[config.mk]
export PLATFORM = sky130hd
export DESIGN_NAME = player_ship
export DESIGN_NICKNAME = d
export VERILOG_FILES = /design/src/rtl/player_ship.sv
export SDC_FILE = /design/constraint.sdc
export NUM_CORES = 1
export LEC_CHECK = 0
export ABC_CLOCK_PERIOD_IN_PS = 2900
export BUFFER_PORTS_ARGS = -buffer_cell sky130_fd_sc_hd__buf_2
export CAP_MARGIN = 20
export CORE_MARGIN = 5
export CORE_UTILIZATION = 55
export DETAILED_ROUTE_END_ITERATION = 10
export PLACE_DENSITY = 0.9
export SYNTH_ARGS = -nofsm -noshare
export SYNTH_HDL_FRONTEND = slang
export SYNTH_SLANG_ARGS = --single-unit
[constraint.sdc]
create_clock -name clk -period 2.9 [get_ports clk]
set_clock_uncertainty 0.05 [all_clocks]
set_input_delay 0.435 -clock clk [delete_from_list [all_inputs] [get_ports clk]]
set_output_delay 0.435 -clock clk [all_outputs]
set_load 0.005 [all_outputs]
[src/rtl/player_ship.sv]
// Player ship: saturating horizontal movement, shot cooldown, hit/flash/death
// state machine and a registered sprite color for the raster.
module player_ship #(
  parameter int POS_W        = 10,
  parameter int H_RES        = 640,
  parameter int SHIP_W       = 32,
  parameter int SHIP_H       = 16,
  parameter int SHIP_Y       = 430,
  parameter int STEP         = 4,
  parameter int COOLDOWN     = 8,
  parameter int FLASH_FRAMES = 30,
  parameter int LIVES        = 3,
  parameter int LIVES_W      = 2,
  parameter int COLOR_W      = 3,
  parameter logic [COLOR_W-1:0] SHIP_COLOR = 3'b010,
  parameter logic [COLOR_W-1:0] HIT_COLOR  = 3'b100
) (
  input  logic               clk,
  input  logic               reset,
  input  logic               frame_tick,
  input  logic               left,
  input  logic               right,
  input  logic               fire,
  input  logic               hit,
  input  logic [POS_W-1:0]   hPos,
  input  logic [POS_W-1:0]   vPos,
  output logic [POS_W-1:0]   gunPosition,
  output logic [COLOR_W-1:0] color,
  output logic               shot,
  output logic [LIVES_W-1:0] lives,
  output logic               alive
);

  typedef enum logic [1:0] {
    ALIVE,
    FLASH,
    DEAD
  } state_t;

  localparam int CD_W = $clog2(COOLDOWN + 1);
  localparam int FL_W = $clog2(FLASH_FRAMES + 1);
  localparam int EW   = POS_W + 1;

  localparam logic [EW-1:0] X_MAX  = EW'(H_RES - SHIP_W);
  localparam logic [EW-1:0] X_RST  = EW'((H_RES - SHIP_W) / 2);
  localparam logic [EW-1:0] STEP_E = EW'(STEP);
  localparam logic [EW-1:0] W_E    = EW'(SHIP_W);
  localparam logic [EW-1:0] HALF_E = EW'(SHIP_W / 2);
  localparam logic [EW-1:0] Y_TOP  = EW'(SHIP_Y);
  localparam logic [EW-1:0] Y_BOT  = EW'(SHIP_Y + SHIP_H);

  state_t state, state_n;

  logic [POS_W-1:0]   x, x_n;
  logic [CD_W-1:0]    cd, cd_n;
  logic [FL_W-1:0]    fl, fl_n;
  logic [LIVES_W-1:0] lv, lv_n;
  logic               shot_n;
  logic [COLOR_W-1:0] color_n;

  logic [EW-1:0] xe;
  logic [EW-1:0] x_lft;
  logic [EW-1:0] x_rgt;
  logic [EW-1:0] x_sum;
  logic [EW-1:0] x_mv;

  logic [EW-1:0] he;
  logic [EW-1:0] ve;
  logic          in_h;
  logic          in_v;

  // Candidate positions, one bit wider so nothing can wrap.
  always_comb begin
    xe    = {1'b0, x};
    x_sum = xe + STEP_E;
    x_lft = (xe > STEP_E) ? xe - STEP_E : '0;
    x_rgt = (x_sum > X_MAX) ? X_MAX : x_sum;
    unique case (1'b1)
      (left & ~right): x_mv = x_lft;
      (right & ~left): x_mv = x_rgt;
      default:         x_mv = xe;
    endcase
  end

  always_comb begin
    state_n = state;
    x_n     = x;
    cd_n    = cd;
    fl_n    = fl;
    lv_n    = lv;
    shot_n  = 1'b0;

    if (frame_tick && cd != '0)
      cd_n = cd - 1'b1;

    unique case (state)
      ALIVE: begin
        // A hit wins over the frame's move and shot.
        if (hit) begin
          if (lv > LIVES_W'(1)) begin
            lv_n    = lv - 1'b1;
            fl_n    = FL_W'(FLASH_FRAMES);
            state_n = FLASH;
          end else begin
            lv_n    = '0;
            state_n = DEAD;
          end
        end else if (frame_tick) begin
          x_n = x_mv[POS_W-1:0];
          if (fire && cd == '0) begin
            shot_n = 1'b1;
            cd_n   = CD_W'(COOLDOWN);
          end
        end
      end
      FLASH: begin
        if (frame_tick) begin
          if (fl <= FL_W'(1)) begin
            fl_n    = '0;
            state_n = ALIVE;
          end else begin
            fl_n = fl - 1'b1;
          end
        end
      end
      default: begin
        state_n = DEAD;
      end
    endcase
  end

  always_comb begin
    he      = {1'b0, hPos};
    ve      = {1'b0, vPos};
    in_h    = (he >= xe) && (he < xe + W_E);
    in_v    = (ve >= Y_TOP) && (ve < Y_BOT);
    color_n = '0;
    if (in_h && in_v) begin
      unique case (state)
        ALIVE:   color_n = SHIP_COLOR;
        FLASH:   color_n = fl[0] ? HIT_COLOR : '0;
        default: color_n = '0;
      endcase
    end
  end

  always_ff @(posedge clk) begin
    if (!reset) begin
      state       <= ALIVE;
      x           <= X_RST[POS_W-1:0];
      gunPosition <= POS_W'(H_RES / 2);
      cd          <= '0;
      fl          <= '0;
      lv          <= LIVES_W'(LIVES);
      shot        <= 1'b0;
      color       <= '0;
    end else begin
      state       <= state_n;
      x           <= x_n;
      gunPosition <= POS_W'(xe + HALF_E);
      cd          <= cd_n;
      fl          <= fl_n;
      lv          <= lv_n;
      shot        <= shot_n;
      color       <= color_n;
    end
  end

  assign lives = lv;
  assign alive = (state != DEAD);

endmodule

After elaboration in Yosys (flattened, before gate mapping)
Cells that the tools add are included.
Word-level totals
  memory bits (read-only): 0
  memories: 0
  RAM bits: 0
  logic and storage cells: 75
  latch bits: 0
  flip-flop bits (word level): 37
Operators by class
  muxes and demuxes: 22
  add/sub/neg operators: 7
  divide/modulo/power cells: 0
  $lt $le $gt $ge: 8
  bitwise operators: 8
  shift operators: 0
  eq/ne operators: 6
  multiply operators: 0
  reductions and logical operators: 16
Operators with widths (count)
  two-way mux 10 bit: 2
  two-way mux 4 bit: 5
  two-way mux 5 bit: 4
  one-hot mux 10 bit (2 select lines): 1
  adder 10 x 3 -> 11 bit, second input constant: 1
  adder 10 x 6 -> 11 bit, second input constant: 1
  greater-than comparator 11 x 10 -> 1 bit, second input constant: 1
  less-than comparator 10 x 11 -> 1 bit: 1
  adder 10 x 5 -> 10 bit, second input constant: 1
  >= comparator 10 bit: 1
  >= comparator 10 x 9 -> 1 bit, second input constant: 1
  greater-than comparator 10 x 3 -> 1 bit, second input constant: 1
  less-than comparator 10 x 9 -> 1 bit, second input constant: 1
  two-way mux 2 bit: 5
  != test 2 bit, second input constant: 5
  one-hot mux 5 bit (2 select lines): 1
  subtractor 10 x 3 -> 10 bit, second input constant: 1
  AND reduction 4 bit: 2
  NOT 1 bit: 6
  one-hot mux 3 bit (2 select lines): 1
  <= comparator 5 x 1 -> 1 bit, second input constant: 1
  logical AND 1 bit: 5
  subtractor 5 x 1 -> 5 bit, second input constant: 1
  zero test 4 bit: 1
  other kinds (14): 17

Longest topological paths before layout
Gate-level depths: netlist of the first run.
  depth after elaboration: 7
  gate-level depth with buffers: 10

Worst setup path before layout of the first run
No wires, ideal clock.
  kind: flip-flop to flip-flop
  from: register x[4]
  to: register x[7]
  data required time: 2735 ps
  library setup time: 115 ps
  clock period less this slack: 2069 ps
  slack: 831 ps
  cell stages (with the launch flop): 10
  data arrival time: 1904 ps
  cells stage by stage: dfxtp_1 > buf_4 > inv_1 > ha_1 > or3b_4 > o41ai_4 > a21oi_1 > o21ai_1 > o21ai_1 > o21a_1
On the way
  cells in the longest elaborated chain, start to end: 4
  elaborated cells on any way between the ends: 7
  classes of those cells: add/sub (2); order compare (2); mux (3)
RTL lines
  from (decl): line 54  | logic [POS_W-1:0] x, x_n;
  from (signal assigned): line 150  | x <= X_RST[POS_W-1:0];
  from (signal assigned): line 159  | x <= x_n;
  adder 10 x 3 -> 11 bit: line 75  | x_sum = xe + STEP_E;
  greater-than comparator 11 x 10 -> 1 bit: line 77  | x_rgt = (x_sum > X_MAX) ? X_MAX : x_sum;
  two-way mux 10 bit: line 77
  one-hot mux 10 bit (2 select lines) *: line 78  | unique case (1'b1)
Mark *: on every way between the ends. The rest lies on a longest branch, timed or not.
A chain may end at the register's enable or synchronous reset.

Worst setup path in the final report of the first run
Ends and elaborated chain as after synthesis.

==> results.sh, run 1 <==
export IMPL_portBuffers=37
export IMPL_vias_per_cell=5.82
export IMPL_drc_errors=0
export IMPL_hp_start="vPos[6]"
export IMPL_max_slew_margin_pct=43.3
export IMPL_regArea_um2=641
export IMPL_gr_usage_all_layers_pct=20.7
export IMPL_die_w_um=73.8
export IMPL_path_cells="inv_1 > ha_1 > or3b_4 > o41ai_4 > a21oi_1 > o21ai_1 > o21ai_1 > o21a_1"
export IMPL_mostFrequentLayoutCells="buf_2, dfxtp_1, nor2_1, ha_1"
export IMPL_period_needed_ns=2.45
export IMPL_p_seq_share_pct=41.2
export IMPL_wl_per_cell_um=14.2
export IMPL_clock_latency_ns=0.30
export IMPL_ys_async_sr_fraction_pct=0
export IMPL_synthSimpleGateAreaFrac_pct=22.5
export IMPL_grt_max_degree=18
export IMPL_row_count=23
export IMPL_finalInstanceArea_um2=2500
export IMPL_sw_frac_of_total_pct=31.4
export IMPL_dpl_hpwl_mm=3.75
export IMPL_critPathMaxStageDelay_ns=0.51
export IMPL_ant_nets=0
export IMPL_num_fill_cells=360
export IMPL_hold_class="in -> reg"
export IMPL_yosys_area_share_xor_xnor_pct=7.05
export IMPL_numPlacedInstances=350
export IMPL_synth_compound_area_share_pct=19.1
export IMPL_cts_buffer_depth=2
export IMPL_seq_area_frac_synth_pct=28.6
export IMPL_muxShareOfSynthArea_pct=0.951
export IMPL_drive_gt1_share_pct=17.5
export IMPL_design_die_area_um2=5440
export IMPL_synth_fa_ha_area_share_pct=14.0
export IMPL_start_util_pct=56.3
export IMPL_setup_tns_ns=0
export IMPL_power_frac_comb_pct=25.1
export IMPL_die_y_um=73.8
export IMPL_clockPowerShare_pct=33.6
export IMPL_clkTransAtPathRegs_ns=0.07
export IMPL_grt_pass1_wl_mm=8.76
export IMPL_avgSynthCellArea_um2=8.16
export IMPL_critPathRequiredTime_ns=3.04
export IMPL_clock_sinks=32
export IMPL_fin_cells=358
export IMPL_mostFrequentLayoutCell="buf_2"
export IMPL_critPathKind="reg -> reg"
export IMPL_endpoint_kind="register"
export IMPL_cts_resized=0
export IMPL_critical_path_slowest_cell="o41ai_4"
export IMPL_yosys_warnings=0
export IMPL_root_buffer="clkbuf_8"
export IMPL_place_area_um2=2390
export IMPL_fin_ws_ns=0.450
export IMPL_first_iter_violations=107
export IMPL_areaGrowthSynthToFinish_pct=11.6
export IMPL_r2r_cells=8
export IMPL_n_antenna_cell=0
export IMPL_synth_cells=274
export IMPL_grt_pass1_vias=2053
export IMPL_grt_setup_unrepaired="no"
export IMPL_fp_coreArea_um2=3970
export IMPL_period_share_pct=84.5
export IMPL_pre_cts_ws_ns=0.514
export IMPL_final_setup_viol_count=0
export IMPL_post_cts_setup_buffers=0
export IMPL_synth_seq_cells=32
export IMPL_peakVddDrop_v=0.000393
export IMPL_worst_path_most_repeated_cell="o21ai_1"
export IMPL_netlist_area_um2=2240
export IMPL_worst_pin_slew_ns=0.843
export IMPL_drv_slew=0
export IMPL_numCtsBuffers=5
export IMPL_p_leak_nw=1.05
export IMPL_cts_hold_buf=0
export IMPL_gp_congestion=0.943
export IMPL_htree_levels=2
export IMPL_ys_types=52
export IMPL_drt_wl_total_mm=5.09
export IMPL_layout_nets=359
export IMPL_synth_edff_count=0
export IMPL_p_switching_mw=0.404
export IMPL_timing_rr_start="x[4]"
export IMPL_p_per_area_nw_per_um2=516
export IMPL_antenna_found_initial=0
export IMPL_outcome="finished, final reports clean"
export IMPL_ios=44
export IMPL_start_kind="register"
export IMPL_hold_depth=4
export IMPL_cts_tree="built"
export IMPL_firstDrtPassIters=4
export IMPL_hold_viol=0
export IMPL_hold_ws_ns=0.394
export IMPL_synth_top_family_by_area="simple AND/OR/NAND/NOR gates"
export IMPL_cp_arrival_ns=2.59
export IMPL_vias=2083
export IMPL_fmax_mhz=408
export IMPL_synth_top_flop_cell="dfxtp_1"
export IMPL_cell_internal_pwr_mw=0.884
export IMPL_maxCapViolations=0
export IMPL_crit_fanout=11
export IMPL_startpoint="x[4]"
export IMPL_grt_overflow_total=0
export IMPL_multi_input_area_um2=1430
==> state kept, by name (all words and copies together) (netlist names) <==
name,cells
gunPosition,8
x,8
fl,5
cd,4
color,2
lives,2
state,2
shot,1
==> synthesized netlist by cell type, drive strengths merged, types with 2 or more instances <==
cell | number | share of area, %
inv | 17 | 2.9
nor4 | 5 | 1.4
nand3 | 9 | 2.0
nor2b | 3 | 0.84
and3 | 3 | 0.89
dfxtp | 32 | 29
a31oi | 4 | 1.1
o22ai | 2 | 0.56
clkbuf | 3 | 0.67
xnor2 | 18 | 7.0
a22oi | 4 | 1.3
ha | 25 | 14
nand4 | 4 | 1.4
o21a | 4 | 1.3
buf | 10 | 3.9
nor2 | 30 | 5.0
nand2b | 3 | 0.84
nor4b | 2 | 0.78
nor3b | 2 | 0.67
nand2 | 23 | 3.9
o21ai | 16 | 3.6
a21oi | 23 | 5.1
nor3 | 9 | 2.0
nand3b | 2 | 0.67
==> cells by family after synthesis <==
family / after synthesis
and+or+nand+nor: 100
AOI/OAI and AO/OA: 65
DFF: 32
buffers and inverters: 31
adders and majority gates: 25
xor gates and xnor gates: 18
muxes: 2
other: 1
==> per-stage QoR <==
| stage | utilization (%) | total power, mW |
|---|---|---|
| after CTS | 62.9 | 1.30 |
| after floorplan | - | 0.782 |
| after global placement | 60.2 | 0.843 |
| final | 62.9 | 1.29 |
| after global routing | 62.9 | 1.38 |
| after detailed placement | 60.2 | 0.863 |
==> worst max-delay path, delay by kind of cell (launching register included) <==
family	cells	cell delay, ns
AO/OA/AOI/OAI	5	1.04
adder cells (fa/ha/maj)	1	0.22
flip-flops	1	0.45
buffers and inverters	1	0.14
AND/OR/NAND/NOR	1	0.43
==> power by group through the flow <==
stage	combinational (mW)	clock, mW	sequential [mW]
5_1_grt	0.381	0.458	0.539
4_1_cts	0.325	0.441	0.530
2_1_floorplan	0.257	0	0.525
6_report	0.324	0.433	0.531
3_3_place_gp	0.305	0	0.538
3_5_place_dp	0.324	0	0.539
==> final timing paths <==
path	endpoint	slack, ns
max reg2reg	x[7]	0.45
max	x[7]	0.45
min reg2reg	fl[3]	0.43
min	color[2]	0.39
==> layer usage <==
layer | track usage, % | vias up | wire length (um) | share of wire, %
li1 | - | 1032 | - | -
met1 | 23.1 | 960 | 1990 | 39
met2 | 36.5 | 76 | 2580 | 51
met3 | 5.61 | 15 | 377 | 7.4
met4 | 8.65 | 0 | 132 | 2.6
met5 | 0 | - | 0 | 0
==> final cells by class <==
cell class                 instances  share of cell area (%)
timing repair buffer              37                    7.41
clock buffer                       6                    2.91
tap                               50                    2.51
clock inverter                     2                    1.40
sequential                        32                    25.7
inverter                          18                    2.71
multi-input combinational        213                    57.4
Note: power is estimated with default switching activity, not from simulation.
==> inputs of run 2 (changes only) <==
--- a/config.mk
+++ b/config.mk
@@ -5,7 +5,7 @@
 export SDC_FILE = /design/constraint.sdc
 export NUM_CORES = 1
 export LEC_CHECK = 0
-export ABC_CLOCK_PERIOD_IN_PS = 2900
+export ABC_CLOCK_PERIOD_IN_PS = 2300
 export BUFFER_PORTS_ARGS = -buffer_cell sky130_fd_sc_hd__buf_2
 export CAP_MARGIN = 20
 export CORE_MARGIN = 5
==> constraint.sdc (replaced) <==
create_clock -name clk -period 2.3 [get_ports clk]
set_clock_uncertainty 0.05 [all_clocks]
set_input_delay 0.345 -clock clk [delete_from_list [all_inputs] [get_ports clk]]
set_output_delay 0.345 -clock clk [all_outputs]
set_load 0.005 [all_outputs]
==> results.sh, run 2 (synthesis results as in run 1) <==
export IMPL_cell_internal_pwr_mw=1.08
export IMPL_root_buffer="clkbuf_8"
export IMPL_cp_arrival_ns=2.32
export IMPL_fp_coreArea_um2=3970
export IMPL_clock_latency_ns=0.29
export IMPL_cp_endpoint="x[7]"
export IMPL_antenna_found_initial=0
export IMPL_p_switching_mw=0.494
export IMPL_critPathRequiredTime_ns=2.43
export IMPL_grt_setup_unrepaired="no"
export IMPL_period_needed_ns=2.19
export IMPL_worst_path_most_repeated_cell="o21ai_1"
export IMPL_gr_usage_all_layers_pct=20.6
export IMPL_gp_congestion=0.889
export IMPL_p_leak_nw=1.12
export IMPL_hold_class="in -> reg"
export IMPL_dpl_hpwl_mm=4.12
export IMPL_wl_per_cell_um=14.4
export IMPL_grt_max_degree=15
export IMPL_drc_errors=0
export IMPL_htree_levels=2
export IMPL_drive_gt1_share_pct=22.9
export IMPL_cts_buffer_depth=2
export IMPL_ant_nets=0
export IMPL_critPathMaxStageDelay_ns=0.41
export IMPL_worst_pin_slew_ns=0.532
export IMPL_num_fill_cells=339
export IMPL_setup_tns_ns=0
export IMPL_sw_frac_of_total_pct=31.4
export IMPL_period_share_pct=95.4
export IMPL_place_area_um2=2510
export IMPL_die_y_um=73.8
export IMPL_top_regs="gunPosition: 8 flops, x: 8 flops, fl: 5 flops"
export IMPL_multi_input_area_um2=1440
export IMPL_postLayoutCoreUtil_pct=65.9
export IMPL_grt_pass1_wl_mm=8.80
export IMPL_maxCapViolations=0
export IMPL_p_seq_share_pct=42.1
export IMPL_numCtsBuffers=5
export IMPL_endpoint_kind="register"
export IMPL_fmax_mhz=456
export IMPL_start_util_pct=56.3
export IMPL_outcome="finished, final reports clean"
export IMPL_timing_rr_start="x[5]"
export IMPL_start_kind="register"
export IMPL_vias_per_cell=5.75
export IMPL_clock_sinks=32
export IMPL_n_antenna_cell=0
export IMPL_r2r_cells=9
export IMPL_power_frac_comb_pct=28.3
export IMPL_regArea_um2=641
export IMPL_hold_viol=0
export IMPL_mostFrequentLayoutCells="buf_2, dfxtp_1, nor2_1"
export IMPL_peakVddDrop_v=0.000533
export IMPL_reg2reg_setup_slack_ns=0.11
export IMPL_grt_overflow_total=0
export IMPL_critPathKind="reg -> reg"
export IMPL_path_cells="inv_2 > ha_1 > or3b_4 > o41ai_4 > buf_4 > a21oi_1 > o21ai_1 > o21ai_1 > o21a_1"
export IMPL_fin_cells=373
export IMPL_clkTransAtPathRegs_ns=0.07
export IMPL_final_setup_viol_count=0
export IMPL_finalInstanceArea_um2=2620
export IMPL_grt_pass1_vias=2071
export IMPL_cts_tree="built"
export IMPL_layout_nets=375
export IMPL_vias=2146
export IMPL_ios=44
export IMPL_p_per_area_nw_per_um2=602
export IMPL_first_iter_violations=177
export IMPL_design_die_area_um2=5440
export IMPL_max_slew_margin_pct=64.3
export IMPL_numPlacedInstances=366
export IMPL_portBuffers=37
export IMPL_drv_slew=0
export IMPL_firstDrtPassIters=5
export IMPL_areaGrowthSynthToFinish_pct=16.9
export IMPL_crit_fanout=7
export IMPL_die_w_um=73.8
export IMPL_drt_wl_total_mm=5.38
export IMPL_row_count=23
export IMPL_mostFrequentLayoutCell="buf_2"
export IMPL_critical_path_slowest_cell="or3b_4"
export IMPL_startpoint="x[5]"
export IMPL_worstReg2RegEnd="x[7]"
export IMPL_clockPowerShare_pct=29.6
-- run 2: changes by cell type in the layout (fill, tap and decap cells not counted), sizes merged --
| cell | previous run | this run |
|---|---|---|
| clkbuf | 6 | 7 |
| bufinv | 1 | 0 |
| clkinv | 2 | 1 |
| buf | 37 | 53 |
-- run 2: power groups by stage --
stage | registers [mW] | clock network, mW | logic [mW]
global route | 0.671 | 0.498 | 0.503
global placement | 0.671 | 0 | 0.417
finish | 0.662 | 0.467 | 0.445
detailed placement | 0.673 | 0 | 0.438
CTS | 0.661 | 0.478 | 0.442
floorplan | 0.662 | 0 | 0.324
-- run 2: per-layer routing --
layer / global-route usage [%] / vias to the layer above / share of wire [%]
met5: 0 / - / 0
met3: 4.65 / 13 / 6.6
met1: 24.4 / 987 / 40
met4: 8.05 / 0 / 2.2
li1: - / 1059 / -
met2: 35.7 / 87 / 51
-- run 2: layout make-up --
type / instances / area share, %
clock buffer: 7 / 3.68
inverter: 18 / 2.58
multi-input combinational: 213 / 55.2
sequential: 32 / 24.5
tap: 50 / 2.39
timing repair buffer: 53 / 11.7
-- run 2: critical path, delay by kind of cell (launching register included) --
kind | cells | cell delay, ns
adder cells (fa/ha/maj) | 1 | 0.19
AND/OR/NAND/NOR | 1 | 0.41
buffers and inverters | 2 | 0.31
flip-flops | 1 | 0.35
AO/OA/AOI/OAI | 5 | 0.78
-- run 2: through the flow --
| step | setup WS [ns] | power (mW) | hold slack [ns] |
|---|---|---|---|
| 2_1_floorplan | 0.231 | 0.986 | 0.400 |
| 3_3_place_gp | 0.172 | 1.09 | 0.422 |
| 3_5_place_dp | 0.0639 | 1.11 | 0.426 |
| 6_report | 0.105 | 1.57 | 0.314 |
| 5_1_grt | 0.0116 | 1.67 | 0.336 |
| 4_1_cts | 0.0421 | 1.58 | 0.309 |
-- run 2: what timing repair did --
action	4_1_cts	5_1_grt
hold buffers	0	0
setup endpoints to repair	0	3
setup buffers	0	0
resized for setup	0	5
-- run 2: worst min path at each step --
stage | from | endpoint | cells past startpoint | slack, ns
2_1_floorplan | fl[3] | fl[3] | 2 | 0.40
3_3_place_gp | fl[3] | fl[3] | 2 | 0.42
3_5_place_dp | fl[3] | fl[3] | 2 | 0.43
4_1_cts | vPos[9] | color[2] | 4 | 0.31
5_1_grt | fire | shot | 3 | 0.34
6_report | vPos[9] | color[2] | 4 | 0.31
==> inputs of run 3 (changes only) <==
--- a/config.mk
+++ b/config.mk
@@ -8,7 +8,7 @@
 export ABC_CLOCK_PERIOD_IN_PS = 2300
 export BUFFER_PORTS_ARGS = -buffer_cell sky130_fd_sc_hd__buf_2
 export CAP_MARGIN = 20
-export CORE_MARGIN = 5
+export CORE_MARGIN = 2
 export CORE_UTILIZATION = 55
 export DETAILED_ROUTE_END_ITERATION = 10
 export PLACE_DENSITY = 0.9
==> results.sh, run 3 (synthesis results as in run 1) <==
export IMPL_max_slew_margin_pct=65.7
export IMPL_ant_nets=0
export IMPL_outcome="finished, final reports clean"
export IMPL_wl_per_cell_um=14.3
export IMPL_num_fill_cells=324
export IMPL_die_y_um=67.8
export IMPL_hold_viol=0
export IMPL_grt_setup_unrepaired="no"
export IMPL_p_per_area_nw_per_um2=627
export IMPL_start_util_pct=56.7
export IMPL_clockPowerShare_pct=32.8
export IMPL_critPathKind="reg -> reg"
export IMPL_vias=2174
export IMPL_mostFrequentLayoutCells="buf_2, dfxtp_1, nor2_1"
export IMPL_layout_nets=378
export IMPL_vias_per_cell=5.77
export IMPL_gp_congestion=0.902
export IMPL_setup_tns_ns=0
export IMPL_fp_coreArea_um2=3940
export IMPL_period_needed_ns=2.15
export IMPL_grt_max_degree=15
export IMPL_sw_frac_of_total_pct=31.4
export IMPL_portBuffers=37
export IMPL_worst_pin_slew_ns=0.513
export IMPL_areaGrowthSynthToFinish_pct=18.6
export IMPL_cell_internal_pwr_mw=1.14
export IMPL_fin_ws_ns=0.150
export IMPL_power_frac_comb_pct=27.4
export IMPL_firstDrtPassIters=4
export IMPL_row_count=23
export IMPL_antenna_found_initial=0
export IMPL_crit_fanout=7
export IMPL_clkTransAtPathRegs_ns=0.07
export IMPL_peakVddDrop_v=0.000599
export IMPL_n_antenna_cell=0
export IMPL_drive_gt1_share_pct=23.9
export IMPL_critPathMaxStageDelay_ns=0.40
export IMPL_fmax_mhz=465
export IMPL_drt_wl_total_mm=5.38
export IMPL_final_setup_viol_count=0
export IMPL_dpl_hpwl_mm=4.06
export IMPL_critPathRequiredTime_ns=2.41
export IMPL_die_w_um=67.8
export IMPL_root_buffer="clkbuf_8"
export IMPL_period_share_pct=93.5
export IMPL_pre_cts_ws_ns=0.113
export IMPL_p_seq_share_pct=39.7
export IMPL_p_switching_mw=0.523
export IMPL_design_die_area_um2=4590
export IMPL_maxCapViolations=0
export IMPL_clock_sinks=32
export IMPL_critical_path_slowest_cell="or3b_4"
export IMPL_first_iter_violations=166
export IMPL_cp_arrival_ns=2.26
export IMPL_hold_class="in -> reg"
export IMPL_cts_hold_buf=0
export IMPL_grt_pass1_vias=2061
export IMPL_start_kind="register"
export IMPL_drv_slew=0
export IMPL_grt_pass1_wl_mm=9.01
export IMPL_drc_errors=0
export IMPL_gr_usage_all_layers_pct=26.3
export IMPL_ios=44
export IMPL_endpoint_kind="register"
export IMPL_p_total_mw=1.66
export IMPL_mostFrequentLayoutCell="buf_2"
export IMPL_clock_latency_ns=0.29
export IMPL_numCtsBuffers=5
export IMPL_p_leak_nw=1.14
export IMPL_top_regs="gunPosition: 8 flops, x: 8 flops, fl: 5 flops"
export IMPL_cts_tree="built"
export IMPL_grt_overflow_total=0
export IMPL_cts_buffer_depth=2
export IMPL_htree_levels=2
export IMPL_path_cells="inv_2 > ha_2 > or3b_4 > o41ai_4 > buf_4 > a31oi_1 > nor2_1 > a2bb2oi_1 > a221oi_1"
[run 3: changes by cell type in the layout (fill, tap and decap cells not counted)]
| cell | change |
|---|---|
| o21ai_1 | -1 |
| clkinvlp_4 | +1 |
| bufinv_16 | +1 |
| o21ai_0 | +1 |
| clkinv_2 | +1 |
| buf_4 | +3 |
| clkbuf_8 | -2 |
[run 3: layout make-up]
type | instances | area, um^2 | area share [%]
multi-input cells | 213 | 1440 | 54.4
flip-flops and latches | 32 | 641 | 24.1
clock inverters | 3 | 42.5 | 1.60
repair buffers | 56 | 328 | 12.4
well taps | 50 | 62.6 | 2.36
clock buffers | 5 | 68.8 | 2.59
inverters | 18 | 67.6 | 2.55
[run 3: power by group through the flow]
stage / logic (mW) / clock network, mW / registers, mW
3_3_place_gp: 0.429 / 0 / 0.668
6_report: 0.456 / 0.547 / 0.661
3_5_place_dp: 0.451 / 0 / 0.671
4_1_cts: 0.456 / 0.553 / 0.660
2_1_floorplan: 0.324 / 0 / 0.662
5_1_grt: 0.519 / 0.577 / 0.668
[run 3: worst paths after layout]
path,from,end,slack [ns],cells after the start
hold / removal,fire,shot,0.29,3
hold reg to reg,fl[3],fl[3],0.45,2
setup reg to reg,x[5],x[6],0.15,9
setup / recovery,x[5],x[6],0.15,9
[run 3: per-stage QoR]
step | area (um^2) | hold WS [ns] | instances | util [%]
6_report | 2650 | 0.294 | 377 | 67.3
3_5_place_dp | 2530 | 0.437 | 369 | 64.2
2_1_floorplan | 2240 | 0.400 | 276 | -
4_1_cts | 2640 | 0.288 | 377 | 67.1
5_1_grt | 2650 | 0.313 | 377 | 67.3
3_3_place_gp | 2530 | 0.419 | 369 | 64.2
[run 3: layer usage]
metal / wire length, um / part of all wire (%) / up-vias / global-route usage (%)
li1: - / - / 1059 / -
met1: 2150 / 40 / 1024 / 30.8
met2: 2740 / 51 / 76 / 45.8
met3: 359 / 6.7 / 15 / 5.50
met4: 123 / 2.3 / 0 / 11.8
met5: 0 / 0 / - / 0
[run 3: worst max-delay path: cells and delay by family, from the launching register on]
kind                     cells  cell delay, ns
AO/OA/AOI/OAI                4            0.61
AND/OR/NAND/NOR              2            0.49
flip-flops                   1            0.35
buffers and inverters        2            0.30
adder cells (fa/ha/maj)      1            0.21
[run 3: repair_timing]
action / CTS / global route
buffers inserted: 0 / 0
resized for setup: 0 / 4
endpoints found under the setup margin: 0 / 5
